**src/rtl/mem_port_arbiter.sv**
```systemverilog
`default_nettype none
// +--------------------------------------------------------------------------+
// | Module      : mem_port_arbiter                                           |
// | Description : Shares one single-ported memory between instruction fetch  |
// |               and MEM-stage data access. Each access takes one IDLE      |
// |               arbitration cycle, WAIT_CYCLES+1 ACCESS cycles and one     |
// |               RESP cycle that pulses the owner's valid.                  |
// | Option      : define ARB_STARVE_GUARD_EN to force a fetch grant after    |
// |               STARVE_MAX back-to-back data grants with fetch pending.    |
// | Ports       : clk, rst (sync, active-high)                               |
// |               fetch : i_if_req/i_if_addr -> o_if_gnt/o_if_rdata/         |
// |                       o_if_valid/o_stall_if                              |
// |               data  : i_d_req/i_d_we/i_d_addr/i_d_wdata -> o_d_gnt/      |
// |                       o_d_rdata/o_d_valid/o_stall_d                      |
// |               memory: o_mem_en/o_mem_we/o_mem_addr/o_mem_wdata,          |
// |                       i_mem_rdata                                        |
// | Revision    : 1.0  initial release                                       |
// +--------------------------------------------------------------------------+
module mem_port_arbiter #(
  parameter int AW          = 16,
  parameter int DW          = 16,
  parameter int WAIT_CYCLES = 1,
  parameter int STARVE_MAX  = 4
) (
  input  logic          clk,
  input  logic          rst,
  input  logic          i_if_req,
  input  logic [AW-1:0] i_if_addr,
  output logic          o_if_gnt,
  output logic [DW-1:0] o_if_rdata,
  output logic          o_if_valid,
  output logic          o_stall_if,
  input  logic          i_d_req,
  input  logic          i_d_we,
  input  logic [AW-1:0] i_d_addr,
  input  logic [DW-1:0] i_d_wdata,
  output logic          o_d_gnt,
  output logic [DW-1:0] o_d_rdata,
  output logic          o_d_valid,
  output logic          o_stall_d,
  output logic          o_mem_en,
  output logic          o_mem_we,
  output logic [AW-1:0] o_mem_addr,
  output logic [DW-1:0] o_mem_wdata,
  input  logic [DW-1:0] i_mem_rdata
);

  // Wait-state counter is at least one bit wide even with zero wait states.
  localparam int            CW         = (WAIT_CYCLES < 1) ? 1 : $clog2(WAIT_CYCLES + 1);
  localparam logic [CW-1:0] COUNT_LAST = CW'(WAIT_CYCLES);

  typedef enum logic [1:0] {
    IDLE   = 2'd0,
    ACCESS = 2'd1,
    RESP   = 2'd2
  } state_t;

  state_t        state;
  state_t        state_next;
  logic          owner_d;      // 1: data side owns the current access
  logic [CW-1:0] count;
  logic [AW-1:0] addr_q;
  logic [DW-1:0] wdata_q;
  logic          we_q;
  logic [DW-1:0] if_rdata_q;
  logic [DW-1:0] d_rdata_q;

  logic any_req;
  logic pick_d;
  logic force_fetch;
  logic count_done;
  logic in_access;

  assign any_req    = i_if_req | i_d_req;
  assign pick_d     = i_d_req & ~(i_if_req & force_fetch);
  assign count_done = (count == COUNT_LAST);
  assign in_access  = (state == ACCESS);

  // ------------------------------------------------------------------------
  // State register and next-state logic
  // ------------------------------------------------------------------------
  always_ff @(posedge clk) begin
    if (rst) state <= IDLE;
    else     state <= state_next;
  end

  always_comb begin
    state_next = state;
    case (state)
      IDLE:    if (any_req)    state_next = ACCESS;
      ACCESS:  if (count_done) state_next = RESP;
      RESP:                    state_next = IDLE;
      default:                 state_next = IDLE;
    endcase
  end

  // ------------------------------------------------------------------------
  // Access datapath: owner/request latch, wait-state count, read capture
  // ------------------------------------------------------------------------
  always_ff @(posedge clk) begin
    if (rst) begin
      owner_d    <= 1'b0;
      count      <= '0;
      addr_q     <= '0;
      wdata_q    <= '0;
      we_q       <= 1'b0;
      if_rdata_q <= '0;
      d_rdata_q  <= '0;
    end else begin
      case (state)
        IDLE: begin
          count <= '0;
          if (any_req) begin
            owner_d <= pick_d;
            addr_q  <= pick_d ? i_d_addr : i_if_addr;
            wdata_q <= pick_d ? i_d_wdata : '0;
            we_q    <= pick_d & i_d_we;
          end
        end
        ACCESS: begin
          if (count_done) begin
            count <= '0;
            // Stores leave the data read register untouched.
            if (!owner_d)   if_rdata_q <= i_mem_rdata;
            else if (!we_q) d_rdata_q  <= i_mem_rdata;
          end else begin
            count <= count + CW'(1);
          end
        end
        default: count <= '0;
      endcase
    end
  end

  // ------------------------------------------------------------------------
  // Fetch starvation guard
  // ------------------------------------------------------------------------
`ifdef ARB_STARVE_GUARD_EN
  localparam int SW = $clog2(STARVE_MAX + 1);

  logic [SW-1:0] starve_cnt;

  assign force_fetch = (starve_cnt >= SW'(STARVE_MAX));

  // Counts data grants made while fetch is waiting; a fetch grant or an
  // idle fetch side restarts the run.
  always_ff @(posedge clk) begin
    if (rst || !i_if_req) begin
      starve_cnt <= '0;
    end else if (state == IDLE && any_req) begin
      if (!pick_d)           starve_cnt <= '0;
      else if (!force_fetch) starve_cnt <= starve_cnt + SW'(1);
    end
  end
`else
  assign force_fetch = 1'b0;

  // Threshold has no effect with strict data priority.
  logic [31:0] unused_starve_max;
  assign unused_starve_max = STARVE_MAX;
`endif

  // ------------------------------------------------------------------------
  // Outputs: memory bus is driven only while in ACCESS, zero otherwise
  // ------------------------------------------------------------------------
  assign o_mem_en    = in_access;
  assign o_mem_we    = in_access & we_q & (count == '0);
  assign o_mem_addr  = in_access ? addr_q : '0;
  assign o_mem_wdata = in_access ? wdata_q : '0;

  assign o_if_gnt    = in_access & ~owner_d;
  assign o_d_gnt     = in_access &  owner_d;
  assign o_if_valid  = (state == RESP) & ~owner_d;
  assign o_d_valid   = (state == RESP) &  owner_d;
  assign o_if_rdata  = if_rdata_q;
  assign o_d_rdata   = d_rdata_q;

  assign o_stall_if  = i_if_req & ~o_if_valid;
  assign o_stall_d   = i_d_req  & ~o_d_valid;

endmodule
`default_nettype wire

```
**config.mk**
```make
export PLATFORM = sky130hd
export DESIGN_NAME = mem_port_arbiter
export DESIGN_NICKNAME = d
export VERILOG_FILES = /design/src/rtl/mem_port_arbiter.sv
export SDC_FILE = /design/constraint.sdc
export NUM_CORES = 1
export LEC_CHECK = 0
export ABC_AREA = 1
export CAP_MARGIN = 10
export CORE_UTILIZATION = 45
export DETAILED_ROUTE_END_ITERATION = 10
export GPL_TIMING_DRIVEN = 1
export HOLD_SLACK_MARGIN = 0.05
export PLACE_DENSITY = 0.87
export RECOVER_POWER = 100
export SLEW_MARGIN = 5
export SYNTH_ARGS = -nofsm -noshare
export SYNTH_HDL_FRONTEND = slang
export SYNTH_SLANG_ARGS = --single-unit
```
**constraint.sdc**
```tcl
create_clock -name clk -period 2.25 [get_ports clk]
set_input_delay 0.45 -clock clk [delete_from_list [all_inputs] [get_ports clk]]
set_output_delay 0.45 -clock clk [all_outputs]
set_load 0.05 [all_outputs]
```
# [Yosys cells after proc, flatten, opt, wreduce, memory -nomap -nowiden]
# Cells that the tools add are included.
[word_totals] ff_bits=69 elab_cells=42 in_bits=69 output_inout_bits=72
[classes] add_sub_neg=1 n_reduce_logical=6 n_mux=7 n_bitwise=16 eq_ne=4
[op_table] operator="$mux 16" n=4
[op_table] operator="$and 1x1->1" n=9
[op_table] operator="$not 1->1" n=6
[op_table] operator="$mux 2" n=2
[op_table] operator="$ne 2x2->1 const B" n=2
[op_table] operator="$pmux 2 s2" n=1
[op_table] operator="$reduce_and 2->1" n=2
[op_table] operator="$reduce_and 4->1" n=1
[op_table] operator="$reduce_and 3->1" n=1
[op_table] operator="$reduce_or 3->1" n=1
[op_table] operator="$eq 2x1->1 const B" n=1
[op_table] operator="$eq 2x2->1 const B" n=1
[op_table] operator="$logic_not 2->1" n=1
[op_table] operator="$add 1x1->1 const B" n=1
[op_table] operator="$or 1x1->1" n=1

# [Longest topological paths before layout]
# Gate-level depths: netlist (run 1).
[depth] depth_word=4 mapped_depth=7

# [Least setup slack after synthesis (run 1)]
# No wires, ideal clock.
[synth_path] kind="reg-to-output" from="register state[0]" to="output o_if_gnt" n_path_buf=1 t_arrival_ns=1.920 path_stages_with_launch=6 slack_ns=-0.120 cell_sequence="dfxtp_1 -> inv_1 -> nor2_2 -> inv_2 -> buf_2 -> nor2_1"
[synth_between] elab_chain_len=2
[synth_rtl] item="from (decl)" line_no="58" rtl="state_t state;"
[synth_rtl] item="from (signal assigned)" line_no="84" rtl="else state <= state_next;"
[synth_rtl] item="$eq 2x1->1" line_no="77" rtl="assign in_access = (state == ACCESS);"
[synth_rtl] item="via o_mem_en" line_no="41" rtl="output logic o_mem_en,"
[synth_rtl] item="$and 1x1->1" line_no="171" rtl="assign o_if_gnt = in_access & ~owner_d;"
[synth_rtl] item="to (decl)" line_no="29" rtl="output logic o_if_gnt,"
# The timed path passes the listed nets, and every way through them passes these cells.

# [Worst setup path in the final report (run 1)]
[layout_path] from="register state[0]" to="output o_mem_wdata[9]"
[layout_between] elab_chain_len=2
[layout_rtl] item="$eq 2x1->1" line_no="77"
[layout_rtl] item="$mux 16" line_no="169" rtl="assign o_mem_wdata = in_access ? wdata_q : '0;"
[layout_rtl] item="to (decl)" line_no="44" rtl="output logic [DW-1:0] o_mem_wdata,"
# No other way between the ends.

==> flow_summary.ini, run 1 <==
[outcome]
status = finished, final reports clean

[synth]
synth_top_family_by_area = simple AND/OR/NAND/NOR gates
ys_async_sr_fraction = 0
synth_cell_types = 18
synth_cells = 498
synth_top_area_cell = dfxtp_1
yosys-top-cells-area = dfxtp_1 44%, nand2_1 21%, nor2_1 16%
synth_common_cells = 180 x nand2_1, 137 x nor2_1, 69 x dfxtp_1, 55 x inv_1, 19 x a21oi_1
synth_xor_area_frac = 0
synth.most_common_cell = nand2_1
synth_enable_flop_cells = 0
dominantRegCellSynth = dfxtp_1
ys_ff_latch = 69
synth_fp_nets = 567
netlist.area_leader.share = 0.439
yosys.area_share.simple = 0.404
synth_area_per_cell_sq_um = 6.31
synth_warnings = 0
synth_compound_area_frac = 0.0386
netlist_area_sq_um = 3140
synth_mux_area_frac = 0
yosysSeqAreaShare = 0.439
synth-adder-area-share = 0

[cells_and_area]
diodes = 0
stdcell_count = 715
drive_above_1_share = 0.104
fin_area_sq_um = 4580
utilization = 0.678
nets = 699
area_growth_pct = 45.7

[place]
io_buffers = 140
routabilityCongestion = 0.771
dp_slack_ns = 0.236
hpwl_um = 6140
post_dp_cell_area_sq_um = 4890
placed_cells = 699

[sta]
setup_viol = 0
timing.slew.headroom = 0.184
tns_ns = 0
fin_crit_ns = 2.10
hold_viol = 0
max_slew.worst_pin.slew_ns = 1.22
post-route-period-util = 0.932
whs_ns = 0.465
skew_ns = 0.00644
worst_slack_ns = 0.154
rsz0062_at_grt = no
slew_violations = 0
fmax_mhz = 477

[setup_path]
worstSetupPathType = reg2out
arrival_ns = 1.65
critPathMaxFanout = 34
cp_data_required_time_ns = 1.80
endpoint_kind = primary output
critical_path.startpoint_type = flop

[clock_network]
clk_path_buf_depth = 2
cts_tree = done
clock_sinks = 69
clock-root-buffer = clkbuf_8
cts_buffers = 9
cts_setup_buffers = 0
cts_hold_buf = 0
cts_resized = 0
htree_levels = 3
cts.reportedPaths.clkPinSlew_ns = 0.07
clk_latency_ns = 0.34

[floorplan]
chipHeight_um = 85.6
die_x_um = 85.6
die_area_sq_um = 7320
fp.coreArea_sq_um = 6760
initial_utilization = 0.465
io_pins = 141
rows = 30

[power]
p_sw_frac = 0.293
p_clk_frac = 0.376
comb_power_share = 0.212
powerDensity_nw_per_um2 = 702
p_total_mw = 3.22
p_leak_nw = 2.22
ir_drop_uv = 492
p_int_mw = 2.27
p_switching_mw = 0.941
p_seq_frac = 0.411

[grt]
grt_pass1_wl_um = 13900
grt_overflow = 0
antenna_found_initial = 0
grt_max_degree = 49
track_usage = 0.240
grt_pass1_vias = 3287

[routing]
drc = 0
viasPerCell = 4.71
vias = 3367
post_drt_wl_per_cell_um = 11.7
first_iter_violations = 106
postRouteAntennaNets = 0
totalWireLength_um = 8380
dr.pass1.iters = 4

[min_path]
min_path_type = reg2reg

[job]
cap_viol_max_count = 0
-- logic make-up (layout without fill, tap and decap cells) --
| logic type | count (synthesis) | in the layout |
|---|---|---|
| flops | 69 | 69 |
| buf+inv | 83 | 220 |
| compound gates | 22 | 22 |
| simple gates | 324 | 324 |
-- area by class of cell --
cell class              count  area [sq um]
well taps                  80           100
fillers                   543          2180
clock buffers              10           128
inverters                  58           220
flip-flops and latches     69          1380
clock inverters             6           111
repair buffers            146          1280
multi-input cells         346          1360
-- power by group through the flow --
stage | clock network, mW | logic (mW) | registers (mW)
2_1_floorplan | 0 | 0.409 | 1.40
3_3_place_gp | 0 | 0.783 | 1.35
3_5_place_dp | 0 | 0.800 | 1.35
4_1_cts | 1.23 | 0.806 | 1.32
5_1_grt | 1.28 | 0.748 | 1.33
6_report | 1.21 | 0.683 | 1.32
-- metal layers --
metal / part of all wire / track usage / vias to the layer above
met2: 0.48 / 0.428 / 126
met3: 0.079 / 0.0760 / 14
met4: 0.018 / 0.0879 / 0
met1: 0.42 / 0.268 / 1521
li1: - / - / 1706
met5: 0 / 0 / -
-- flip-flops by register name (all words and copies together) (netlist names) --
| name | cells |
|---|---|
| addr_q | 16 |
| count | 1 |
| o_d_rdata | 16 |
| o_if_rdata | 16 |
| owner_d | 1 |
| state | 2 |
| wdata_q | 16 |
| we_q | 1 |
-- placed cells by master (no fill, tap or decap), types with 2 or more instances in the layout --
cell type        instances
clkbuf_1                 5
inv_1                   56
buf_4                    5
a21oi_1                 19
bufinv_16                3
dlygate4sd3_1           34
clkdlybuf4s50_1         66
dfxtp_1                 69
clkbuf_2                34
nand2_2                  2
buf_12                   3
nor2_2                   4
o21ai_0                  3
nor2_1                 137
clkbuf_8                 9
nand2_1                180
-- worst max-delay path: stages, from the launching register on --
cell and delay (ns):
dfxtp_1 0.39, inv_1 0.10, nor2_2 0.18, inv_4 0.18, nor2_1 0.16, clkbuf_2 0.29
-- final timing paths --
kind / start / to / slack [ns] / cells after the start
max reg2reg: owner_d / o_d_rdata[9] / 0.36 / 5
min: wdata_q[4] / wdata_q[4] / 0.47 / 2
max: state[0] / o_mem_wdata[9] / 0.15 / 5
min reg2reg: wdata_q[4] / wdata_q[4] / 0.47 / 2
Note: power is estimated with default switching activity, not from simulation.
==> run 2, diff against run 1 <==
--- a/config.mk
+++ b/config.mk
@@ -11,7 +11,7 @@
 export DETAILED_ROUTE_END_ITERATION = 10
 export GPL_TIMING_DRIVEN = 1
 export HOLD_SLACK_MARGIN = 0.05
-export PLACE_DENSITY = 0.87
+export PLACE_DENSITY = 0.86
 export RECOVER_POWER = 100
 export SLEW_MARGIN = 5
 export SYNTH_ARGS = -nofsm -noshare
==> run 2 against run 1 <==
Effect of this change:
- register-to-register slack got worse by 0.02 ns
- power decreased by 8.4%
- sequential share of layout area increased by 0.49 points
- clock power decreased by 22%
- combinational power about the same
- critical endpoint is now o_mem_addr[6]
- final cell count unchanged
- first-iteration DRC count decreased by 9.4%
==> flow_summary.ini, run 2 (synthesis results as in run 1) <==
[clock_network]
htree_levels = 3
clk_path_buf_depth = 2
cts_buffers = 9
clock_sinks = 69
clock-root-buffer = clkbuf_8
cts_setup_buffers = 0
clk_latency_ns = 0.34
cts.reportedPaths.clkPinSlew_ns = 0.07
cts_hold_buf = 0
cts_tree = done
cts_resized = 0

[setup_path]
cp_data_required_time_ns = 1.80
critical_path.startpoint_type = flop
critPathMaxFanout = 34
worstSetupPathType = reg2out
endpoint_kind = primary output
arrival_ns = 1.67

[cells_and_area]
area_growth_pct = 43.4
layout_common_cells = 180 x nand2_1, 136 x nor2_1, 69 x dfxtp_1
utilization = 0.667
layout_commonest_cell = nand2_1
n_fill_cell = 566
diodes = 0
nets = 699
stdcell_count = 715
fin_area_sq_um = 4510
drive_above_1_share = 0.104

[floorplan]
die_x_um = 85.6
io_pins = 141
fp.coreArea_sq_um = 6760
chipHeight_um = 85.6
die_area_sq_um = 7320
rows = 30
initial_utilization = 0.465

[place]
placed_cells = 699
routabilityCongestion = 0.789
hpwl_um = 6010
io_buffers = 140
post_dp_cell_area_sq_um = 4900

[routing]
postRouteAntennaNets = 0
totalWireLength_um = 8060
post_drt_wl_per_cell_um = 11.3
drc = 0
first_iter_violations = 96
viasPerCell = 4.57
vias = 3267
dr.pass1.iters = 5

[grt]
grt_pass1_vias = 3118
antenna_found_initial = 0
grt_overflow = 0
grt_max_degree = 49
track_usage = 0.234
grt_pass1_wl_um = 13500

[sta]
tns_ns = 0
skew_ns = 0.00521
whs_ns = 0.466
post-route-period-util = 0.941
setup_viol = 0
timing.slew.headroom = 0.220
rsz0062_at_grt = no
slew_violations = 0
fin_crit_ns = 2.12
hold_viol = 0
fmax_mhz = 472
max_slew.worst_pin.slew_ns = 1.17

[power]
powerDensity_nw_per_um2 = 653
ir_drop_uv = 379
p_leak_nw = 2.20

[outcome]
status = finished, final reports clean

[job]
cap_viol_max_count = 0

[min_path]
min_path_type = reg2reg
-- run 2: cell count changes in the layout (fill, tap and decap cells not counted), sizes merged --
cell / before / now
bufinv: 3 / 0
clkinv: 2 / 3
clkbuf: 48 / 55
clkinvlp: 1 / 0
buf: 8 / 4
-- run 2: metal layers --
layer,GRT usage,wire length [um],vias up
li1,-,-,1716
met1,0.275,3500,1411
met2,0.401,3830,127
met3,0.0741,578,13
met4,0.0833,146,0
met5,0,0,-
-- run 2: path summary, 6_finish.rpt --
path         depth (start not counted)        start  slack [ns]             to
min reg2reg                          2  wdata_q[14]        0.47    wdata_q[14]
max                                  5     state[0]        0.13  o_mem_addr[6]
min                                  2  wdata_q[14]        0.47    wdata_q[14]
max reg2reg                          6     state[1]        0.34  o_if_rdata[6]
-- run 2: final cells by class --
type,count,area [sq um],share of cell area
clock buffer,13,169,0.0375
clock inverter,3,18.8,0.00416
inverter,58,220,0.0489
multi-input combinational,346,1370,0.304
sequential,69,1380,0.306
tap,80,100,0.0222
timing repair buffer,146,1250,0.277
-- run 2: power by group --
part	leakage (nW)	total (mW)	internal (mW)	switching, mW
registers	0.564	1.32	1.29	0.0320
logic	1.53	0.680	0.242	0.437
clock network	0.0994	0.942	0.489	0.452
-- run 2: worst max-delay path, stage by stage (launching register included) --
cell	delay, ns
dfxtp_1	0.36
inv_1	0.09
nor2_2	0.21
inv_4	0.19
nor2_1	0.17
clkbuf_2	0.30
-- run 2: per-stage QoR --
step                      worst slack, ns  total power [mW]
final                               0.132              2.94
after global routing               0.0615              3.10
after CTS                         0.00286              3.10
after detailed placement            0.332              2.16
after global placement              0.434              2.14
after floorplan                    -0.120              1.81
